<file path="src/rtl/stopwatch_buttons.sv">
// Pushbutton conditioning for the stopwatch: per-button synchronizer, debouncer and
// press detector, feeding run/clear/hold control. Optional lap channel: STOPWATCH_LAP_EN.

module stopwatch_buttons_channel #(
    parameter int DEBOUNCE_CYCLES = 1000000,
    parameter int SYNC_STAGES     = 2
) (
    input  logic clk,
    input  logic reset,
    input  logic btn_i,
    output logic press_o
);
    localparam int CW = (DEBOUNCE_CYCLES > 1) ? $clog2(DEBOUNCE_CYCLES) : 1;
    localparam logic [CW-1:0] CNT_MAX = CW'(DEBOUNCE_CYCLES - 1);

    logic [SYNC_STAGES-1:0] sync_q;
    logic                   stable_q;
    logic                   stable_d;
    logic                   prev_q;
    logic [CW-1:0]          cnt_q;
    logic [CW-1:0]          cnt_d;
    logic                   sync_s;

    assign sync_s = sync_q[SYNC_STAGES-1];

    // Any cycle where the synchronized input agrees with the stable level restarts the count,
    // so only an unbroken run of DEBOUNCE_CYCLES disagreeing cycles changes the level.
    always_comb begin
        stable_d = stable_q;
        cnt_d    = '0;
        if (sync_s != stable_q) begin
            if (cnt_q == CNT_MAX) begin
                stable_d = sync_s;
            end else begin
                cnt_d = cnt_q + 1'b1;
            end
        end
    end

    always_ff @(posedge clk) begin
        if (!reset) begin
            sync_q   <= '0;
            stable_q <= 1'b0;
            prev_q   <= 1'b0;
            cnt_q    <= '0;
        end else begin
            sync_q   <= {sync_q[SYNC_STAGES-2:0], btn_i};
            stable_q <= stable_d;
            prev_q   <= stable_q;
            cnt_q    <= cnt_d;
        end
    end

    assign press_o = stable_q & ~prev_q;
endmodule

module stopwatch_buttons #(
    parameter int DEBOUNCE_CYCLES = 1000000,
    parameter int SYNC_STAGES     = 2
) (
    input  logic clk,
    input  logic reset,
    input  logic btn_start_stop,
    input  logic btn_clear,
`ifdef STOPWATCH_LAP_EN
    input  logic btn_lap,
`endif
    output logic run,
    output logic clear_pulse,
    output logic hold
);
    localparam int CH_SS  = 0;
    localparam int CH_CLR = 1;
`ifdef STOPWATCH_LAP_EN
    localparam int CH_LAP = 2;
    localparam int NUM_CH = 3;
`else
    localparam int NUM_CH = 2;
`endif

    logic [NUM_CH-1:0] btn_raw;
    logic [NUM_CH-1:0] press;

    assign btn_raw[CH_SS]  = btn_start_stop;
    assign btn_raw[CH_CLR] = btn_clear;
`ifdef STOPWATCH_LAP_EN
    assign btn_raw[CH_LAP] = btn_lap;
`endif

    generate
        for (genvar gi = 0; gi < NUM_CH; gi++) begin : g_ch
            stopwatch_buttons_channel #(
                .DEBOUNCE_CYCLES(DEBOUNCE_CYCLES),
                .SYNC_STAGES    (SYNC_STAGES)
            ) u_ch (
                .clk    (clk),
                .reset  (reset),
                .btn_i  (btn_raw[gi]),
                .press_o(press[gi])
            );
        end
    endgenerate

    logic run_q;
    logic run_d;
    logic clear_q;
    logic clear_d;

`ifdef STOPWATCH_LAP_EN
    logic hold_q;
    logic hold_d;
`endif

    // Clear overrides everything; start/stop and lap may act together, and the lap
    // decision looks at run as it was before this cycle's toggle.
    always_comb begin
        run_d   = run_q;
        clear_d = 1'b0;
`ifdef STOPWATCH_LAP_EN
        hold_d  = hold_q;
`endif
        if (press[CH_CLR]) begin
            run_d   = 1'b0;
            clear_d = 1'b1;
`ifdef STOPWATCH_LAP_EN
            hold_d  = 1'b0;
`endif
        end else begin
            if (press[CH_SS]) begin
                run_d = ~run_q;
            end
`ifdef STOPWATCH_LAP_EN
            if (press[CH_LAP]) begin
                if (hold_q) begin
                    hold_d = 1'b0;
                end else if (run_q) begin
                    hold_d = 1'b1;
                end
            end
`endif
        end
    end

    always_ff @(posedge clk) begin
        if (!reset) begin
            run_q   <= 1'b0;
            clear_q <= 1'b0;
        end else begin
            run_q   <= run_d;
            clear_q <= clear_d;
        end
    end

`ifdef STOPWATCH_LAP_EN
    always_ff @(posedge clk) begin
        if (!reset) begin
            hold_q <= 1'b0;
        end else begin
            hold_q <= hold_d;
        end
    end

    assign hold = hold_q;
`else
    assign hold = 1'b0;
`endif

    assign run         = run_q;
    assign clear_pulse = clear_q;
endmodule

</file>
<file path="config.mk">
export PLATFORM = sky130hd
export DESIGN_NAME = stopwatch_buttons
export DESIGN_NICKNAME = d
export VERILOG_FILES = /design/src/rtl/stopwatch_buttons.sv
export SDC_FILE = /design/constraint.sdc
export NUM_CORES = 1
export LEC_CHECK = 0
export BUFFER_PORTS_ARGS = -buffer_cell sky130_fd_sc_hd__buf_2
export CAP_MARGIN = 20
export CORE_UTILIZATION = 60
export DETAILED_ROUTE_END_ITERATION = 12
export GPL_TIMING_DRIVEN = 0
export PLACE_DENSITY = 0.77
export SLEW_MARGIN = 0
export SYNTH_ARGS = -nofsm -noshare
export SYNTH_HDL_FRONTEND = slang
export SYNTH_HIERARCHICAL = 1
export SYNTH_SLANG_ARGS = --single-unit
export TNS_END_PERCENT = 100
</file>
<file path="constraint.sdc">
create_clock -name clk -period 4.1 [get_ports clk]
set_input_delay 0.82 -clock clk [delete_from_list [all_inputs] [get_ports clk]]
set_output_delay 0.82 -clock clk [all_outputs]
set_load 0.01 [all_outputs]
</file>
Yosys cells after proc, flatten, opt, wreduce, memory -nomap -nowiden
Cells that the tools add are included.
Widths: inputs -> output; s select.
Operators by class
  add/subtract/negate cells: 2
  multipliers: 0
  divide/modulo/power cells: 0
  order comparisons: 0
  eq/ne operators: 4
  shift-type cells: 0
  muxes and demuxes: 1
  bitwise gates (word level): 8
  reduce and logical (&&, ||, !) cells: 5
Operators with widths (count)
  $add 20x1->20 const B: 2
  $eq 20x20->1 const B: 2
  $not 1->1: 6
  $reduce_or 3->1: 2
  $reduce_and 2->1: 2
  $and 1x1->1: 2
  $ne 1x1->1: 2
  $reduce_or 2->1: 1
  $mux 1: 1
Storage, ports and cells
  flip-flop bits (word level): 50
  bits in latches: 0
  RAM bits: 0
  ROM bits: 0
  input bits: 4
  output and inout bits: 3
  logic and storage cells: 30
  memories: 0

Logic depth before layout (Yosys ltp)
  word-level depth: 3
  depth in mapped cells: 6

Hierarchy
The synthesis kept the hierarchy.
Modules (own cells, without submodules)
  stopwatch_buttons_channel (g_ch[0].u_ch): times used 1, cells each 115, area each 1052.3 um^2, seq. area each 480.5 um^2
  stopwatch_buttons_channel (g_ch[1].u_ch): times used 1, cells each 115, area each 1049.8 um^2, seq. area each 480.5 um^2
  stopwatch_buttons: times used 1, cells each 7, area each 78.8 um^2, seq. area each 40.0 um^2

Least setup slack after synthesis
No wires, ideal clock.
  kind: reg2reg
  from: register g_ch[0].u_ch.cnt_q[0]
  to: register g_ch[0].u_ch.cnt_q[10]
  arrival: 1.710 ns
  setup slack: 2.276 ns
  cell stages (with the launch flop): 7
  buffers on the path: 1
  cells stage by stage: dfxtp_1 -> ha_1 -> nand4_2 -> or4_4 -> o21bai_4 -> buf_4 -> nor2_1
Between the ends
  cells in the longest elaborated chain, start to end: 2
  elaborated cells between the ends (all ways): 3
RTL lines
  from (decl): RTL line 20  | logic [CW-1:0] cnt_q;
  from (signal assigned): RTL line 50  | cnt_q <= cnt_d;
  branches (longest 2 deep; another with $add 20x1->20)
Parallel ways; which one is timed is not known.
A chain may end at the register's enable or synchronous reset.

Worst setup path in the final report
  from: register g_ch[0].u_ch.cnt_q[0]
  to: register g_ch[0].u_ch.cnt_q[3]
The elaborated chain is that of the path after synthesis.

==> results.tsv <==
metric	value	unit
status	finished, final reports clean	
use_met3	7.169	%
clkPwrFrac	40.8	%
hold-worst-slack	0.4556	ns
grt_pass1_wl	6817	µm
endpoint_kind	flip-flop	
yosysSeqAreaShare	45.90	%
drtPass1Iterations	4	
gp_congestion	0.7724	
yosys_warnings	6	
share_comb_of_total_power	1.4	%
grt_pass1_vias	1538	
synth_flop_cell	dfxtp_1	
post_cts_buffers	0	
dpl.hpwl	2572	µm
clock_skew	0.02227	ns
p_seq_share	57.8	%
clockBufferDepth	2	
p_sw_share	19.31	%
min_path_type	reg -> reg	
wl	3696	µm
ys_seq_elements	50	
detail-route-antenna-nets	0	
period_minus_slack	2.138	ns
rows	21	
p_int	684.2	µW
hold_buffers	0	
drc	0	
drive_above_1_share	10.40	%
synthAdderAreaFrac	1.147	%
vias	1648	
grt_util_met1	29.21	%
timing.fmax	0.4677	GHz
instances_no_fill	296	
synthArstFlopShare	0	%
setup_violations	0	
synth_top_family_by_area	simple AND/OR/NAND/NOR gates	
netlist_area	0.002181	mm²
r2r_cells	6	
path_buf_inv	1	
period_share	52.15	%
insertedDiodeCount	0	
synth_area_per_cell	9.202	µm²
viasPerCell	5.568	
htreeDepth	2	
path_delay_family	simple AND/OR/NAND/NOR gates	
grt_antenna_before_repair	0	
worst-path-max-fanout	10	
gr-total-overflow	0	
setup_tns	0	ns
area_growth	8.663	%
crit_required	4.37	ns
setup.worst_path.start_class	flip-flop	
boundaryPins	7	
die_area	0.003880	mm²
core	0.003416	mm²
arrival	2.40	ns
drt_iter0_drc	119	
die_height	62.29	µm
max_stage_delay	0.57	ns
ctsResizeCount	0	
switchingPower	163.8	µW
muxShareOfSynthArea	0.9180	%
worstSkewPairLatency	0.38	ns
n_fill_cell	284	
busiest_layer	met2	
fin_total_pwr	848.0	µW
cts_made_buffers	5	
cts_root_buf	clkbuf_4	
crit_cells	6	
p_per_area	357.8	mW/mm²
relSlewSlack	61.92	%
synth_xor_area_share	13.25	%
hold_depth	1	
start_util	63.85	%
cp_cell_sequence	ha_1, nand4_2, or4_4, o21bai_4, buf_4, nor2_1	
ys_types	37	
rsz0062_at_grt	no	
clk_pin_slew	0.14	ns
critical_path_class	reg -> reg	
clock_sinks	50	
grt_start_max_net_pins	17	
die_w	62.29	µm
synth_cells	237	
cts_tree	yes	
synth_edf_count	0	
met2_usage	33.52	%
grtUsageTotal	22.09	%
wl_per_cell	12.49	µm
dp_cells	288	
worst_pin_slew	0.5660	ns
finalNetCount	255	
drv_cap	0	
cpMaxStageDelayCell	or4_4	
drv_slew	0	
place.port_buffers	5	
hold_viol	0	
synthSimpleGateAreaFrac	30.24	%
p_leak	0.0007283	µW
synth_fp_nets	243	
ir_worst_vdd	0.2512	mV
synth-compound-area-share	5.106	%
final_core_util	69.38	%
-- power by group through the flow --
stage | registers, µW | logic, µW | clock network [µW]
floorplan | 500 | 7.82 | 0
global placement | 500 | 12.1 | 0
detailed placement | 500 | 12.3 | 0
CTS | 490 | 12.3 | 354
global route | 491 | 13.9 | 375
finish | 490 | 12.2 | 346
-- kinds of logic (layout without fill, tap and decap cells) --
group           after synthesis  in the layout
compound gates               15             15
simple gates                119            119
xor+xnor                     33             33
buf+inv                      15             28
mux                           2              2
other cells                   1              1
fa+ha+maj                     2              2
flops                        50             50
-- per-stage QoR --
step                      worst slack (ns)  cell area, µm²
after floorplan                      2.276            2181
after global placement               2.000            2263
after detailed placement             1.984            2263
after CTS                            1.967            2370
after global routing                 1.828            2370
final                                1.962            2370
-- routing by layer --
layer | up-vias | wire [µm]
met2 | 25 | 1720
li1 | 847 | -
met1 | 770 | 1805
met3 | 6 | 114
met5 | - | 0
met4 | 0 | 55
-- synthesized netlist by cell type, types with 2 or more instances --
cell / instances / area [µm²]
dfxtp_1: 50 / 1001
nor2_1: 37 / 138.9
xnor2_1: 20 / 175.2
nand4_1: 13 / 81.33
xor2_1: 13 / 113.9
inv_1: 12 / 45.04
nand3_1: 12 / 60.06
nand2_1: 11 / 41.29
nor4_1: 10 / 62.56
a21oi_1: 6 / 30.03
and2_1: 6 / 37.54
nor3_1: 6 / 30.03
o21ai_0: 5 / 25.02
or3_1: 5 / 31.28
and4_1: 3 / 26.28
buf_4: 2 / 15.01
ha_1: 2 / 25.02
mux2i_1: 2 / 20.02
nor2b_1: 2 / 12.51
nor4b_1: 2 / 17.52
or4_4: 2 / 22.52
-- cell usage in the layout, fill, tap and decap left out, types with 3 or more instances in the layout --
cell type / count
nor3_1: 6
clkbuf_4: 5
nor4_1: 10
dfxtp_1: 50
a21oi_1: 6
nand3_1: 12
xor2_1: 13
xnor2_1: 20
and4_1: 3
nand4_1: 13
or3_1: 5
nor2_1: 37
and2_1: 6
nand2_1: 11
o21ai_0: 5
buf_2: 5
inv_1: 12
-- cell type report --
cell class	count	area (µm²)	area share, %
sequential	50	1001	42.24
buffer	3	26.28	1.109
clock inverter	3	68.82	2.904
timing repair buffer	5	25.02	1.056
clock buffer	5	37.54	1.584
inverter	12	45.04	1.901
multi-input combinational	172	1109	46.78
tap	46	57.56	2.429
-- state kept, by name (all words and copies together), names as in the netlist --
register,cells
clear_pulse,1
g_ch.u_ch/sync_q,4
g_ch.u_ch/cnt_q,40
g_ch.u_ch/prev_q,2
g_ch.u_ch/stable_q,2
run,1
-- worst reg2reg max path, cell delays in order (launching register included) --
cell      delay [ns]
dfxtp_1         0.42
ha_1            0.26
nand4_2         0.25
or4_4           0.57
o21bai_4        0.26
buf_4           0.23
nor2_1          0.06
-- path summary, 6_finish.rpt --
kind,slack (ns),from,to
worst max-delay path,1.96,g_ch[0].u_ch/cnt_q[0],g_ch[0].u_ch/cnt_q[3]
worst max register to register,1.96,g_ch[0].u_ch/cnt_q[0],g_ch[0].u_ch/cnt_q[3]
worst min register to register,0.46,g_ch[1].u_ch/sync_q[0],g_ch[1].u_ch/sync_q[1]
worst min-delay path,0.46,g_ch[1].u_ch/sync_q[0],g_ch[1].u_ch/sync_q[1]
(Power assumes the default switching activity.)
